[src/rtl/seven_segment_n.sv]
// N-digit multiplexed seven-segment driver with PWM brightness,
// per-digit blink/blank and leading-zero suppression.
module seven_segment_n #(
  parameter int NUM_DIGITS    = 8,
  parameter int CLK_FREQUENCY = 100_000_000,
  parameter int REFRESH_RATE  = 200,
  parameter int BLINK_RATE    = 2
) (
  input  logic                    clk,
  input  logic                    rst,
  input  logic [4*NUM_DIGITS-1:0] data_in,
  input  logic [NUM_DIGITS-1:0]   dp_in,
  input  logic [NUM_DIGITS-1:0]   blank,
  input  logic [NUM_DIGITS-1:0]   blink,
  input  logic                    lz_suppress,
  input  logic [3:0]              brightness,
  output logic [7:0]              segment,
  output logic [NUM_DIGITS-1:0]   anode
);

  localparam int SEGMENT_CLOCKS =
    CLK_FREQUENCY / (REFRESH_RATE * NUM_DIGITS);
  localparam int BLINK_HALF = CLK_FREQUENCY / (2 * BLINK_RATE);
  localparam int SW = $clog2(SEGMENT_CLOCKS + 1);
  localparam int BW = $clog2(BLINK_HALF + 1);
  localparam int DW = $clog2(NUM_DIGITS);

  if (SEGMENT_CLOCKS < 16) begin : g_slot_chk
    $error("SEGMENT_CLOCKS must be at least 16");
  end
  if (NUM_DIGITS < 2 || NUM_DIGITS > 16) begin : g_dig_chk
    $error("NUM_DIGITS must be 2..16");
  end

  logic [SW-1:0] slot_cnt;
  logic [DW-1:0] digit_idx;
  logic [BW-1:0] blink_cnt;
  logic          blink_on;

  logic          slot_end;
  logic          blink_end;
  logic [SW+4:0] prod;
  logic [SW:0]   on_clocks;
  logic          nz_above;
  logic          suppressed;
  logic          lit;
  logic [3:0]    nibble;
  logic [NUM_DIGITS-1:0] anode_d;
  logic [7:0]            segment_d;

  function automatic logic [6:0] hex7(input logic [3:0] v);
    case (v)
      4'h0: hex7 = 7'h40;
      4'h1: hex7 = 7'h79;
      4'h2: hex7 = 7'h24;
      4'h3: hex7 = 7'h30;
      4'h4: hex7 = 7'h19;
      4'h5: hex7 = 7'h12;
      4'h6: hex7 = 7'h02;
      4'h7: hex7 = 7'h78;
      4'h8: hex7 = 7'h00;
      4'h9: hex7 = 7'h10;
      4'hA: hex7 = 7'h08;
      4'hB: hex7 = 7'h03;
      4'hC: hex7 = 7'h46;
      4'hD: hex7 = 7'h21;
      4'hE: hex7 = 7'h06;
      default: hex7 = 7'h0E;
    endcase
  endfunction

  assign slot_end  = slot_cnt == SW'(SEGMENT_CLOCKS - 1);
  assign blink_end = blink_cnt == BW'(BLINK_HALF - 1);

  // Widened product so brightness 15 yields exactly SEGMENT_CLOCKS
  assign prod = (SW+5)'({1'b0, brightness} + 5'd1)
              * (SW+5)'(SEGMENT_CLOCKS);
  assign on_clocks = prod[SW+4:4];
  assign nibble    = data_in[4*digit_idx +: 4];

  always_comb begin
    nz_above = 1'b0;
    for (int j = 0; j < NUM_DIGITS; j++) begin
      if (j >= int'(digit_idx) && data_in[4*j +: 4] != 4'd0)
        nz_above = 1'b1;
    end
  end

  assign suppressed = lz_suppress && digit_idx != '0 && !nz_above;

  always_comb begin
    lit = ({1'b0, slot_cnt} < on_clocks)
       && !blank[digit_idx]
       && !(blink[digit_idx] && !blink_on)
       && !suppressed;
    anode_d   = '1;
    segment_d = 8'hFF;
    if (lit) begin
      anode_d   = ~(NUM_DIGITS'(1) << digit_idx);
      segment_d = {~dp_in[digit_idx], hex7(nibble)};
    end
  end

  always_ff @(posedge clk) begin
    if (rst) begin
      slot_cnt  <= '0;
      digit_idx <= '0;
      blink_cnt <= '0;
      blink_on  <= 1'b1;
      anode     <= '1;
      segment   <= 8'hFF;
    end else begin
      anode   <= anode_d;
      segment <= segment_d;
      if (slot_end) begin
        slot_cnt <= '0;
        if (digit_idx == DW'(NUM_DIGITS - 1))
          digit_idx <= '0;
        else
          digit_idx <= digit_idx + 1'b1;
      end else begin
        slot_cnt <= slot_cnt + 1'b1;
      end
      if (blink_end) begin
        blink_cnt <= '0;
        blink_on  <= !blink_on;
      end else begin
        blink_cnt <= blink_cnt + 1'b1;
      end
    end
  end

endmodule
[config.mk]
export PLATFORM = sky130hd
export DESIGN_NAME = seven_segment_n
export DESIGN_NICKNAME = d
export VERILOG_FILES = /design/src/rtl/seven_segment_n.sv
export SDC_FILE = /design/constraint.sdc
export NUM_CORES = 1
export LEC_CHECK = 0
export CAP_MARGIN = 30
export CORE_MARGIN = 10
export CORE_UTILIZATION = 30
export CTS_CLUSTER_DIAMETER = 200
export DETAILED_ROUTE_END_ITERATION = 10
export HOLD_SLACK_MARGIN = 0.06
export SYNTH_ARGS = -nofsm -noshare
export SYNTH_HDL_FRONTEND = slang
export SYNTH_SLANG_ARGS = --single-unit
export TNS_END_PERCENT = 100
[constraint.sdc]
create_clock -name clk -period 18.4 [get_ports clk]
set_input_delay 3.68 -clock clk [delete_from_list [all_inputs] [get_ports clk]]
set_output_delay 3.68 -clock clk [all_outputs]
set_load 0.02 [all_outputs]
# Yosys cells after proc, flatten, opt, wreduce, memory -nomap -nowiden
# Memories as Yosys holds them, arrays and structs flattened. A register that Yosys moved wholly into a read port is not among the register bits.
# Index checks and enable logic that the tools add are counted.
word_totals:
  regBits: 61
  latch_bits: 0
  mem_bits_rw: 0
  mem_bits_ro: 112
  output_inout_bits: 16
  word_cells: 74
  mem_count: 1
op_classes:
  addsub: 4
  mul: 1
  div_mod_pow: 0
  n_lt_le_gt_ge: 9
  eq_ne: 3
  shift: 2
  mux: 15
  bitwise: 3
  reduce_logical: 30
memory_table:
  columns: ["memory", "words", "word_bits", "read_ports", "rd_clocked_by_memory_dff", "write_ports", "line", "text"]
  rows:
  - ["(name not given)", 16, 7, 1, 1, 0, "52", "case (v)"]
ops:
  columns: ["operator", "count"]
  rows:
  - ["4-bit nonzero test", 8]
  - ["32-bit by 6-bit variable part select with 4-bit output", 1]
  - ["25-bit by 1-bit adder with 25-bit output, second input constant", 1]
  - ["25-bit equality test, second input constant", 1]
  - ["5-bit by 14-bit multiplier with 19-bit output, second input constant", 1]
  - ["16-bit by 17-bit less-than comparator with 1-bit output", 1]
  - ["16-bit by 1-bit adder with 16-bit output, second input constant", 1]
  - ["16-bit equality test, second input constant", 1]
  - ["1-bit logical AND", 13]
  - ["1-bit two-way mux", 11]
  - ["1-bit binary-select mux with 3-bit select", 3]
  - ["3-bit >= comparator, first input constant", 3]
  - ["8-bit NOT", 1]
  - ["1-bit by 3-bit << shifter with 8-bit output, first input constant", 1]
  - ["1-bit by 3-bit >= comparator with 1-bit output, first input constant", 2]
  - ["2-bit by 3-bit >= comparator with 1-bit output, first input constant", 2]
  - ["2-bit OR reduction", 3]
  - ["4-bit by 1-bit adder with 5-bit output, second input constant", 1]
  - ["1-bit zero test", 5]
  - ["3-bit by 4-bit less-than comparator with 1-bit output, second input constant", 1]
  - ["3-bit by 1-bit adder with 3-bit output, second input constant", 1]
  - ["3-bit equality test, second input constant", 1]
  - ["3-bit two-way mux", 1]
  - ["3-bit nonzero test", 1]
  - ["1-bit NOT", 2]

# Depth between registers and ports, before layout
# Gate-level depths: netlist of run 1.
logic_depth:
  ltp_word: 16
  mapped_depth: 21
  ltp_nobuf: 20

# Worst setup path before layout of run 1
# OpenSTA, ideal clock, no wires.
synth_path:
  path_kind: "input port to flip-flop"
  start: "input port brightness[0]"
  end: "register anode[4]"
  setup_time_ps: 140
  arrival_ps: 8169
  slack_ps: 10090
  cell_stages: 19
  path_buffers: 1
  path_cell_list: "ha_1 -> xor2_1 -> inv_1 -> fa_1 -> fa_1 -> inv_1 -> ha_1 -> ha_1 -> and3_1 -> a221oi_1 -> o21ai_0 -> xnor2_1 -> ha_1 -> or3_1 -> a221oi_1 -> o211ai_1 -> a31oi_4 -> buf_6 -> nand3_1"
synth_via:
  elab_chain_cells: 8
synth_lines:
  columns: ["element", "line", "text"]
  rows:
  - ["start, declared", "16", "input logic [3:0] brightness,"]
  - ["4-bit by 1-bit adder with 5-bit output", "76", "assign prod = (SW+5)'({1'b0, brightness} + 5'd1)"]
  - ["5-bit by 14-bit multiplier with 19-bit output", "77", "* (SW+5)'(SEGMENT_CLOCKS);"]
  - ["16-bit by 17-bit less-than comparator with 1-bit output", "92", "lit = ({1'b0, slot_cnt} < on_clocks)"]
  - ["1-bit logical AND", "93", "&& !blank[digit_idx]"]
  - ["1-bit logical AND", "94", "&& !(blink[digit_idx] && !blink_on)"]
  - ["1-bit logical AND", "95", "&& !suppressed;"]
  - ["1-bit NOT (no line)", null, null]
  - ["2-bit OR reduction (no line)", null, null]
  - ["end signal, assigned", "113", "anode <= anode_d;"]
  - ["end, declared", "18", "output logic [NUM_DIGITS-1:0] anode"]
# Every way passes these cells.
# A chain may end at the register's enable or synchronous reset.

# Worst setup path in the final report of run 1
layout_path:
  start: "input port brightness[0]"
  end: "register segment[0]"
layout_via:
  elab_chain_cells: 8
layout_lines:
  columns: ["element", "line", "text"]
  rows:
  - ["4-bit by 1-bit adder with 5-bit output", "76", null]
  - ["5-bit by 14-bit multiplier with 19-bit output", "77", null]
  - ["16-bit by 17-bit less-than comparator with 1-bit output", "92", null]
  - ["1-bit logical AND", "93", null]
  - ["1-bit logical AND", "94", null]
  - ["1-bit logical AND", "95", null]
  - ["1-bit NOT (no line)", null, null]
  - ["2-bit OR reduction (no line)", null, null]
  - ["end, declared", "17", "output logic [7:0] segment,"]
# Every way passes these cells.

==> results of run 1 <==
-- final cells by class --
type / count / area, sq um / area share (%)
sequential: 61 / 1221 / 21.70
clock inverter: 4 / 47.55 / 0.8450
clock buffer: 12 / 246.5 / 4.381
inverter: 36 / 135.1 / 2.402
timing repair buffer: 79 / 808.3 / 14.37
tap: 180 / 225.2 / 4.003
multi-input combinational: 383 / 2943 / 52.30
-- registers in the layout, indices dropped and copies added (netlist names) --
signal     count
anode          8
blink_cnt     25
digit_idx      3
segment        8
slot_cnt      16
blink_on       1
-- routing by layer --
layer  GRT usage, %  vias up
met4          4.402        0
met2          16.60      115
li1               -     1883
met3          2.197        7
met5              0        -
met1          14.46     1731
-- path summary, 6_finish.rpt --
kind	slack, ps	start	endpoint	depth (start not counted)
worst max register to register	15650	digit_idx[0]	segment[0]	6
worst min-delay path	450	blink_cnt[0]	blink_cnt[0]	1
worst max-delay path	8830	brightness[0]	segment[0]	19
worst min register to register	450	blink_cnt[0]	blink_cnt[0]	1
-- power breakdown --
| group | internal (mW) | leakage, nW | switching [mW] |
|---|---|---|---|
| logic | 0.0560 | 1.64 | 0.0571 |
| clock network | 0.108 | 0.143 | 0.0540 |
| registers | 0.135 | 0.495 | 0.00168 |
| total | 0.298 | 2.28 | 0.113 |
-- synthesized netlist by cell type (3+ instances only) --
cell / instances / area, sq um
o211ai_1: 4 / 30.03
nand4_1: 11 / 68.82
and3_1: 11 / 68.82
nor3_1: 5 / 25.02
o21ai_0: 10 / 50.05
buf_1: 4 / 15.01
nand2_1: 44 / 165.2
nor4_1: 13 / 81.33
fa_1: 6 / 120.1
inv_1: 35 / 131.4
a21o_1: 5 / 37.54
mux4_2: 14 / 315.3
dfxtp_1: 61 / 1221
a21oi_1: 17 / 85.08
clkbuf_1: 3 / 11.26
mux2i_1: 5 / 50.05
nand3_1: 25 / 125.1
ha_1: 52 / 650.6
nor2_1: 66 / 247.7
xor2_1: 25 / 219.0
xnor2_1: 29 / 254.0
-- layout by cell type, fill, tap and decap left out, types with 2 or more instances in the layout --
cell             netlist  layout
nor2b_1                2       2
xnor2_1               29      29
nor4_1                13      13
o211ai_1               4       4
nand3_1               25      25
o21ai_0               10      10
nor2_1                66      66
nor4b_1                2       2
clkbuf_1               3       2
clkdlybuf4s50_1        0      78
nand4_1               11      11
dfxtp_1               61      61
and2_1                 2       2
mux4_2                14      14
or2_2                  2       2
nand2b_1               2       2
clkinv_2               0       2
or3_1                  2       2
nand2_1               44      44
a221oi_1               2       2
and3_1                11      11
a21o_1                 5       5
fa_1                   6       6
o21a_1                 2       2
inv_1                 35      35
mux2i_1                5       5
a21oi_1               17      17
o41ai_1                2       2
xor2_1                25      25
nor3_1                 5       5
clkbuf_16              0       9
ha_1                  52      52
-- cell families (layout without fill, tap and decap cells) --
family / after synthesis / count (layout)
adder cells (fa/ha/maj): 58 / 58
AND/OR/NAND/NOR: 194 / 194
multiplexers: 20 / 20
AO/OA/AOI/OAI: 57 / 57
XOR/XNOR: 54 / 54
flip-flops: 61 / 61
buffers and inverters: 46 / 131
-- stage by stage --
stage | worst slack (ps) | std cells
floorplan | 10090 | 490
global placement | 8804 | 738
detailed placement | 8512 | 739
CTS | 8850 | 755
global route | 8359 | 755
finish | 8834 | 755
==> flow_summary.toml, run 1 <==
[outcome]
status = "complete, no violations"

[routing]
wl_met3_um = 567
drc = 0
highest_layer = "met4"
via_count = 3736
dr.first_iter.drc_count = 184
drt-vias-per-instance = 4.948
wl_met1_mm = 5.404
postRouteAntennaNets = 0
wl_per_cell_um = 14.35
totalWireLength_mm = 10.83
wl_met2_mm = 4.713
dr.pass1.iters = 6

[yosys]
synthSimpleGateAreaFrac_pct = 21.39
netlist_area_sq_um = 4347
synthMuxAreaShare_pct = 8.664
yosysSeqAreaShare_pct = 28.09
synthAdderAreaFrac_pct = 17.73
synth_top_family_by_area = "simple AND/OR/NAND/NOR gates"
synth_ff_type = "dfxtp_1"
yosysWarnings = 0
synth_cells = 490
synthArstFlopShare_pct = 0
synth_nets = 611
syn_area_per_cell_sq_um = 8.871
synthXorXnorAreaFrac_pct = 10.88
synth_cell_types = 56
ys_ff_latch = 61
synth_compound_area_share_pct = 9.039
synth_edf_count = 0

[critical_path]
cp_slowest_cell = "clkdlybuf4s50_1"
crit_fanout = 16
cpPeakStageDelay_ps = 770
crit_path_frequent_cell = "ha_1"
cp_top_family = "adder cells"
crit_chain = "clkdlybuf4s50_1 > ha_1 > xor2_1 > inv_1 > fa_1 > fa_1 > inv_1 > ha_1 > ha_1 > and3_1 > a221oi_1 > o21ai_0 > xnor2_1 > ha_1 > or3_1 > a221oi_1 > o211ai_1 > a31oi_4 > o311ai_0"
cp.required_ps = 18560
start_kind = "input pin"
arrival_ps = 9730
critical_path_class = "in -> reg"
cp_num_buf_inv = 3
critPathCaptureType = "register"

[timing]
slew_headroom_pct = 43.07
fin_crit_sh_pct = 51.99
clock_skew_ps = 5.799
hold_slack_ps = 449.9
fin_crit_ps = 9566
finalHoldViolations = 0
setup_viol = 0
clock.fmax_ghz = 0.1045
rsz0062_at_grt = "false"
tightest_slew_ps = 852.8
finalSetupTns_ps = 0
slew_viol_final = 0

[finish]
drive_above_1_share_pct = 6.261
fin_nets = 691
synthToLayoutAreaGrowth_pct = 29.45
n_antenna_cell = 0
fin_util_pct = 40.07
fillerInstances = 1347
fin_area_sq_um = 5627

[die]
die_w_um = 140.4
core_sq_um = 14040
io_pins = 79
rows = 43
die-area_sq_um = 19700
fp.dieH_um = 140.4
initial_utilization_pct = 30.95

[placed_design]
dp_hpwl_mm = 8.855
port_buffers = 78
place_congestion = 0.8795
place_area_sq_um = 5333

[clock_network]
cts.sinks = 61
root_buffer = "clkbuf_16"
cts_buffers = 9
cts_tree = "done"
cts_resized = 0
postCtsHoldBufs = 0
clock_latency_ps = 320
cts.path.max_buffers = 2
cts_setup_buffers = 0
clkTransAtPathRegs_ps = 50
h-tree-depth = 3

[global_routing]
grt_pass1_wl_mm = 17.97
overflow = 0
grt_pass1_vias = 3691
antenna_found_initial = 0
grt_start_max_net_pins = 24
grt_usage_pct = 10.83

[flow_run]
maxCapViolations = 0

[pwr]
ir_drop_mv = 0.02955
power_density_nw_per_um2 = 73.08
power_uw = 411.2
leakage_nw = 2.282

[min_path]
holdCritPathClass = "reg -> reg"
No activity file was read; power rests on OpenSTA's default activity.
==> run 2, diff against run 1 <==
- clock period: 18.4 -> 8.35 ns (I/O delays scaled with it)
==> run 2 against run 1 <==
Effect of this change:
- wire length rose by 1.7%
- cell area rose by 0.11%
- clock power rose by 130%
- critical path type unchanged
- global-route usage rose by 0.12 points
- highest routed layer unchanged
==> flow_summary.toml, run 2 (synthesis results as in run 1) <==
[critical_path]
r2r_start = "digit_idx[2]"
arrival_ps = 7630
cp_slowest_cell = "clkdlybuf4s50_1"
cp.required_ps = 8510
reg2reg_slack_ps = 5550
crit_fanout = 16
reg2reg_depth = 8
cpPeakStageDelay_ps = 750
crit_path_frequent_cell = "ha_1"
start_kind = "input pin"
critical_path_class = "in -> reg"
timing.rr.end = "segment[3]"
critPathCaptureType = "register"
crit_chain = "clkdlybuf4s50_1 > ha_1 > xor2_1 > inv_1 > fa_1 > fa_1 > inv_1 > ha_1 > ha_1 > and3_1 > a221oi_1 > o21ai_0 > xnor2_1 > ha_1 > or3_1 > a221oi_1 > o211ai_1 > a31oi_4 > o311ai_0"

[global_routing]
grt_pass1_wl_mm = 18.26
grt_usage_pct = 10.96
grt_pass1_vias = 3680
antenna_found_initial = 0
overflow = 0
grt_start_max_net_pins = 24

[pwr]
internal_power_uw = 672.5
ir_drop_mv = 0.09710
power_density_nw_per_um2 = 163.2
power_switching_uw = 246.6
sw_frac_of_total_pct = 26.83
leakage_nw = 2.287
clockPowerShare_pct = 39.8
power_frac_seq_pct = 32.7
power_frac_comb_pct = 27.5

[routing]
drc = 0
wl_per_cell_um = 14.64
dr.pass1.iters = 5
dr.first_iter.drc_count = 252
totalWireLength_mm = 11.02
postRouteAntennaNets = 0
drt-vias-per-instance = 4.948
via_count = 3726

[die]
io_pins = 79
core_sq_um = 14040
die_w_um = 140.4
initial_utilization_pct = 30.95
fp.dieH_um = 140.4
rows = 43
die-area_sq_um = 19700

[clock_network]
cts_resized = 0
postCtsHoldBufs = 0
clkTransAtPathRegs_ps = 50
clock_latency_ps = 320
h-tree-depth = 3
cts_setup_buffers = 0
cts_buffers = 9
cts.sinks = 61
cts_tree = "done"
root_buffer = "clkbuf_16"
cts.path.max_buffers = 2

[finish]
top_regs = "blink_cnt x25, slot_cnt x16"
synthToLayoutAreaGrowth_pct = 29.59
largest_reg_flops = 25
seqCellArea_sq_um = 1221
final_common_cell = "clkdlybuf4s50_1"
n_antenna_cell = 0
final_cells = 753
fillerInstances = 1365
multiInputGateArea_sq_um = 2943
drive_above_1_share_pct = 6.108
final_cell_mix = "78 x clkdlybuf4s50_1, 66 x nor2_1, 61 x dfxtp_1"
regMostFlops = "blink_cnt"
fin_nets = 691

[placed_design]
place_congestion = 0.8795
post-place-cells = 739
dp_hpwl_mm = 8.953
post-place-ws_ps = 513.3
port_buffers = 78

[timing]
tightest_slew_ps = 890.5
slew_headroom_pct = 40.55
rsz0062_at_grt = "false"
setup_viol = 0
clock.fmax_ghz = 0.1339
fin_crit_sh_pct = 89.41
worst_slack_ps = 884.5
finalHoldViolations = 0
clock_skew_ps = 5.219
fin_crit_ps = 7466
finalSetupTns_ps = 0
slew_viol_final = 0

[outcome]
status = "complete, no violations"

[min_path]
holdPathEnd = "blink_cnt[0]"
holdCritPathClass = "reg -> reg"
hold_path.startpoint = "blink_cnt[0]"
min_path_cells = 1

[flow_run]
maxCapViolations = 0
run 2: power groups by stage:
stage,clock [mW],combinational (mW),sequential (mW)
floorplan,0,0.170,0.308
global placement,0,0.241,0.306
detailed placement,0,0.249,0.306
CTS,0.373,0.252,0.300
global route,0.384,0.287,0.301
finish,0.366,0.253,0.301
run 2: layer usage:
layer,global-route usage (%),vias up,part of all wire (%)
li1,-,1877,-
met1,14.33,1733,49
met2,17.66,107,45
met3,2.096,9,5.3
met4,3.533,0,0.79
met5,0,-,0
run 2: worst max path at each step:
stage / start / to / cells after the start / slack (ps)
final: brightness[0] / segment[0] / 19 / 880
after CTS: brightness[0] / segment[0] / 19 / 840
after global placement: brightness[0] / segment[0] / 19 / 760
after detailed placement: brightness[0] / segment[0] / 19 / 510
after floorplan: brightness[0] / anode[4] / 19 / 2050
after global routing: brightness[0] / segment[0] / 19 / 340
run 2: stage by stage:
stage	cell area [sq um]	power (mW)	util, %	hold slack, ps
after floorplan	4347	0.4782	-	417.5
after global placement	5305	0.5474	37.78	428.2
after detailed placement	5333	0.5551	37.98	451.0
after CTS	5633	0.9259	40.11	461.7
after global routing	5633	0.9720	40.11	489.8
final	5633	0.9190	40.11	461.3
run 2: area by class of cell:
type / count / share of cell area (%)
Clock inverter: 1 / 0.5331
Tap cell: 180 / 3.998
Inverter: 36 / 2.399
Sequential cell: 61 / 21.68
Multi-Input combinational cell: 383 / 52.24
Timing Repair Buffer: 79 / 14.35
Clock buffer: 13 / 4.798
run 2: worst max-delay path: cells and delay by family:
kind / cells / cell delay (ps)
adders and majority gates: 6 / 2200
AOI/OAI and AO/OA: 6 / 1620
buffers and inverters: 3 / 960
xor gates and xnor gates: 2 / 670
and+or+nand+nor: 2 / 490
==> run 3, diff against run 2 <==
- RECOVER_POWER: default -> 50
- SLEW_MARGIN: default -> 10
==> run 3 against run 2 <==
Effect of this change:
- cell count is the same
- sequential power is essentially flat
- combinational power is essentially flat
- register-to-register slack is essentially flat
- non-clock buffer count is the same
- clock power is essentially flat
- maximum frequency is essentially flat
- core utilization is the same
- first-iteration DRC count is the same
- critical path depth is the same
- critical path type unchanged
==> flow_summary.toml, run 3 (synthesis results as in run 1) <==
[global_routing]
overflow = 0
grt_pass1_vias = 3680
antenna_found_initial = 0
grt_start_max_net_pins = 24
grt_usage_pct = 10.96
grt_pass1_wl_mm = 18.26

[critical_path]
cp_slowest_cell = "clkdlybuf4s50_1"
crit_chain = "clkdlybuf4s50_1 > ha_1 > xor2_1 > inv_1 > fa_1 > fa_1 > inv_1 > ha_1 > ha_1 > and3_1 > a221oi_1 > o21ai_0 > xnor2_1 > ha_1 > or3_1 > a221oi_1 > o211ai_1 > a31oi_4 > o311ai_0"
cpPeakStageDelay_ps = 750
arrival_ps = 7630
crit_path_frequent_cell = "ha_1"
start_kind = "input pin"
cp.required_ps = 8510
critPathCaptureType = "register"
critical_path_class = "in -> reg"
crit_fanout = 16

[clock_network]
cts_tree = "done"
clock_latency_ps = 320
cts_resized = 0
cts_buffers = 9
h-tree-depth = 3
cts.path.max_buffers = 2
cts_setup_buffers = 0
cts.sinks = 61
clkTransAtPathRegs_ps = 50
root_buffer = "clkbuf_16"
postCtsHoldBufs = 0

[finish]
drive_above_1_share_pct = 6.108
n_antenna_cell = 0
final_cell_mix = "66 x nor2_1, 61 x dfxtp_1, 61 x clkdlybuf4s50_1"
largest_reg_flops = 25
synthToLayoutAreaGrowth_pct = 29.59
final_cells = 753
top_regs = "blink_cnt x25, slot_cnt x16"
fin_area_sq_um = 5633
fin_nets = 691
final_common_cell = "nor2_1"
regMostFlops = "blink_cnt"

[routing]
postRouteAntennaNets = 0
totalWireLength_mm = 11.02
drt-vias-per-instance = 4.947
via_count = 3725
wl_per_cell_um = 14.63
dr.pass1.iters = 5
drc = 0
dr.first_iter.drc_count = 252

[placed_design]
port_buffers = 78
post-place-ws_ps = 513.3
place_congestion = 0.8795
post-place-cells = 739
place_area_sq_um = 5333
dp_hpwl_mm = 8.953

[pwr]
ir_drop_mv = 0.09710
power_density_nw_per_um2 = 163.0
leakage_nw = 2.249
power_frac_seq_pct = 32.7
power_switching_uw = 246.4
clockPowerShare_pct = 39.8
sw_frac_of_total_pct = 26.85
power_frac_comb_pct = 27.4
internal_power_uw = 671.5

[timing]
clock_skew_ps = 5.217
setup_viol = 0
slew_viol_final = 0
rsz0062_at_grt = "false"
fin_crit_sh_pct = 89.41
finalSetupTns_ps = 0
clock.fmax_ghz = 0.1340
tightest_slew_ps = 890.6
fin_crit_ps = 7465
finalHoldViolations = 0
worst_slack_ps = 884.6
slew_headroom_pct = 40.55

[die]
initial_utilization_pct = 30.95
die-area_sq_um = 19700
core_sq_um = 14040
fp.dieH_um = 140.4
rows = 43
die_w_um = 140.4
io_pins = 79

[flow_run]
maxCapViolations = 0

[min_path]
holdCritPathClass = "reg -> reg"

[outcome]
status = "complete, no violations"
==> run 3: area by class of cell <==
type / instances / area (sq um)
Sequential cell: 61 / 1221
Clock buffer: 13 / 270.3
Multi-Input combinational cell: 383 / 2943
Inverter: 36 / 135.1
Tap cell: 180 / 225.2
Timing Repair Buffer: 79 / 808.3
Clock inverter: 1 / 30.03
Fill cell: 1365 / 8409
==> run 3: critical path: cells and delay by family <==
kind	cells	cell delay, ps
adder cells (fa/ha/maj)	6	2200
AO/OA/AOI/OAI	6	1620
buffers and inverters	3	960
XOR/XNOR	2	670
AND/OR/NAND/NOR	2	490
==> run 3: metrics by stage <==
stage	hold slack, ps	power, mW	utilization, %
floorplan	417.5	0.4782	-
global placement	428.2	0.5474	37.78
detailed placement	451.0	0.5551	37.98
CTS	461.7	0.9259	40.11
global route	489.8	0.9710	40.11
finish	461.3	0.9179	40.11
==> run 3: per-layer routing <==
| layer | vias to the layer above | track usage (%) | wire, um |
|---|---|---|---|
| met4 | 0 | 3.533 | 87 |
| met5 | - | 0 | 0 |
| met2 | 102 | 17.66 | 4993 |
| met3 | 9 | 2.096 | 567 |
| met1 | 1737 | 14.33 | 5368 |
| li1 | 1877 | - | - |
==> run 3: power by group through the flow <==
stage	Sequential [mW]	Clock, mW	Combinational (mW)
floorplan	0.308	0	0.170
global placement	0.306	0	0.241
detailed placement	0.306	0	0.249
CTS	0.300	0.373	0.252
global route	0.301	0.384	0.286
finish	0.300	0.366	0.252
==> run 3: path summary, 6_finish.rpt <==
kind	slack, ps	cells past startpoint	to	startpoint
worst max register to register	5550	8	segment[3]	digit_idx[2]
worst max-delay path	880	19	segment[0]	brightness[0]
worst min-delay path	460	1	blink_cnt[0]	blink_cnt[0]
worst min register to register	460	1	blink_cnt[0]	blink_cnt[0]
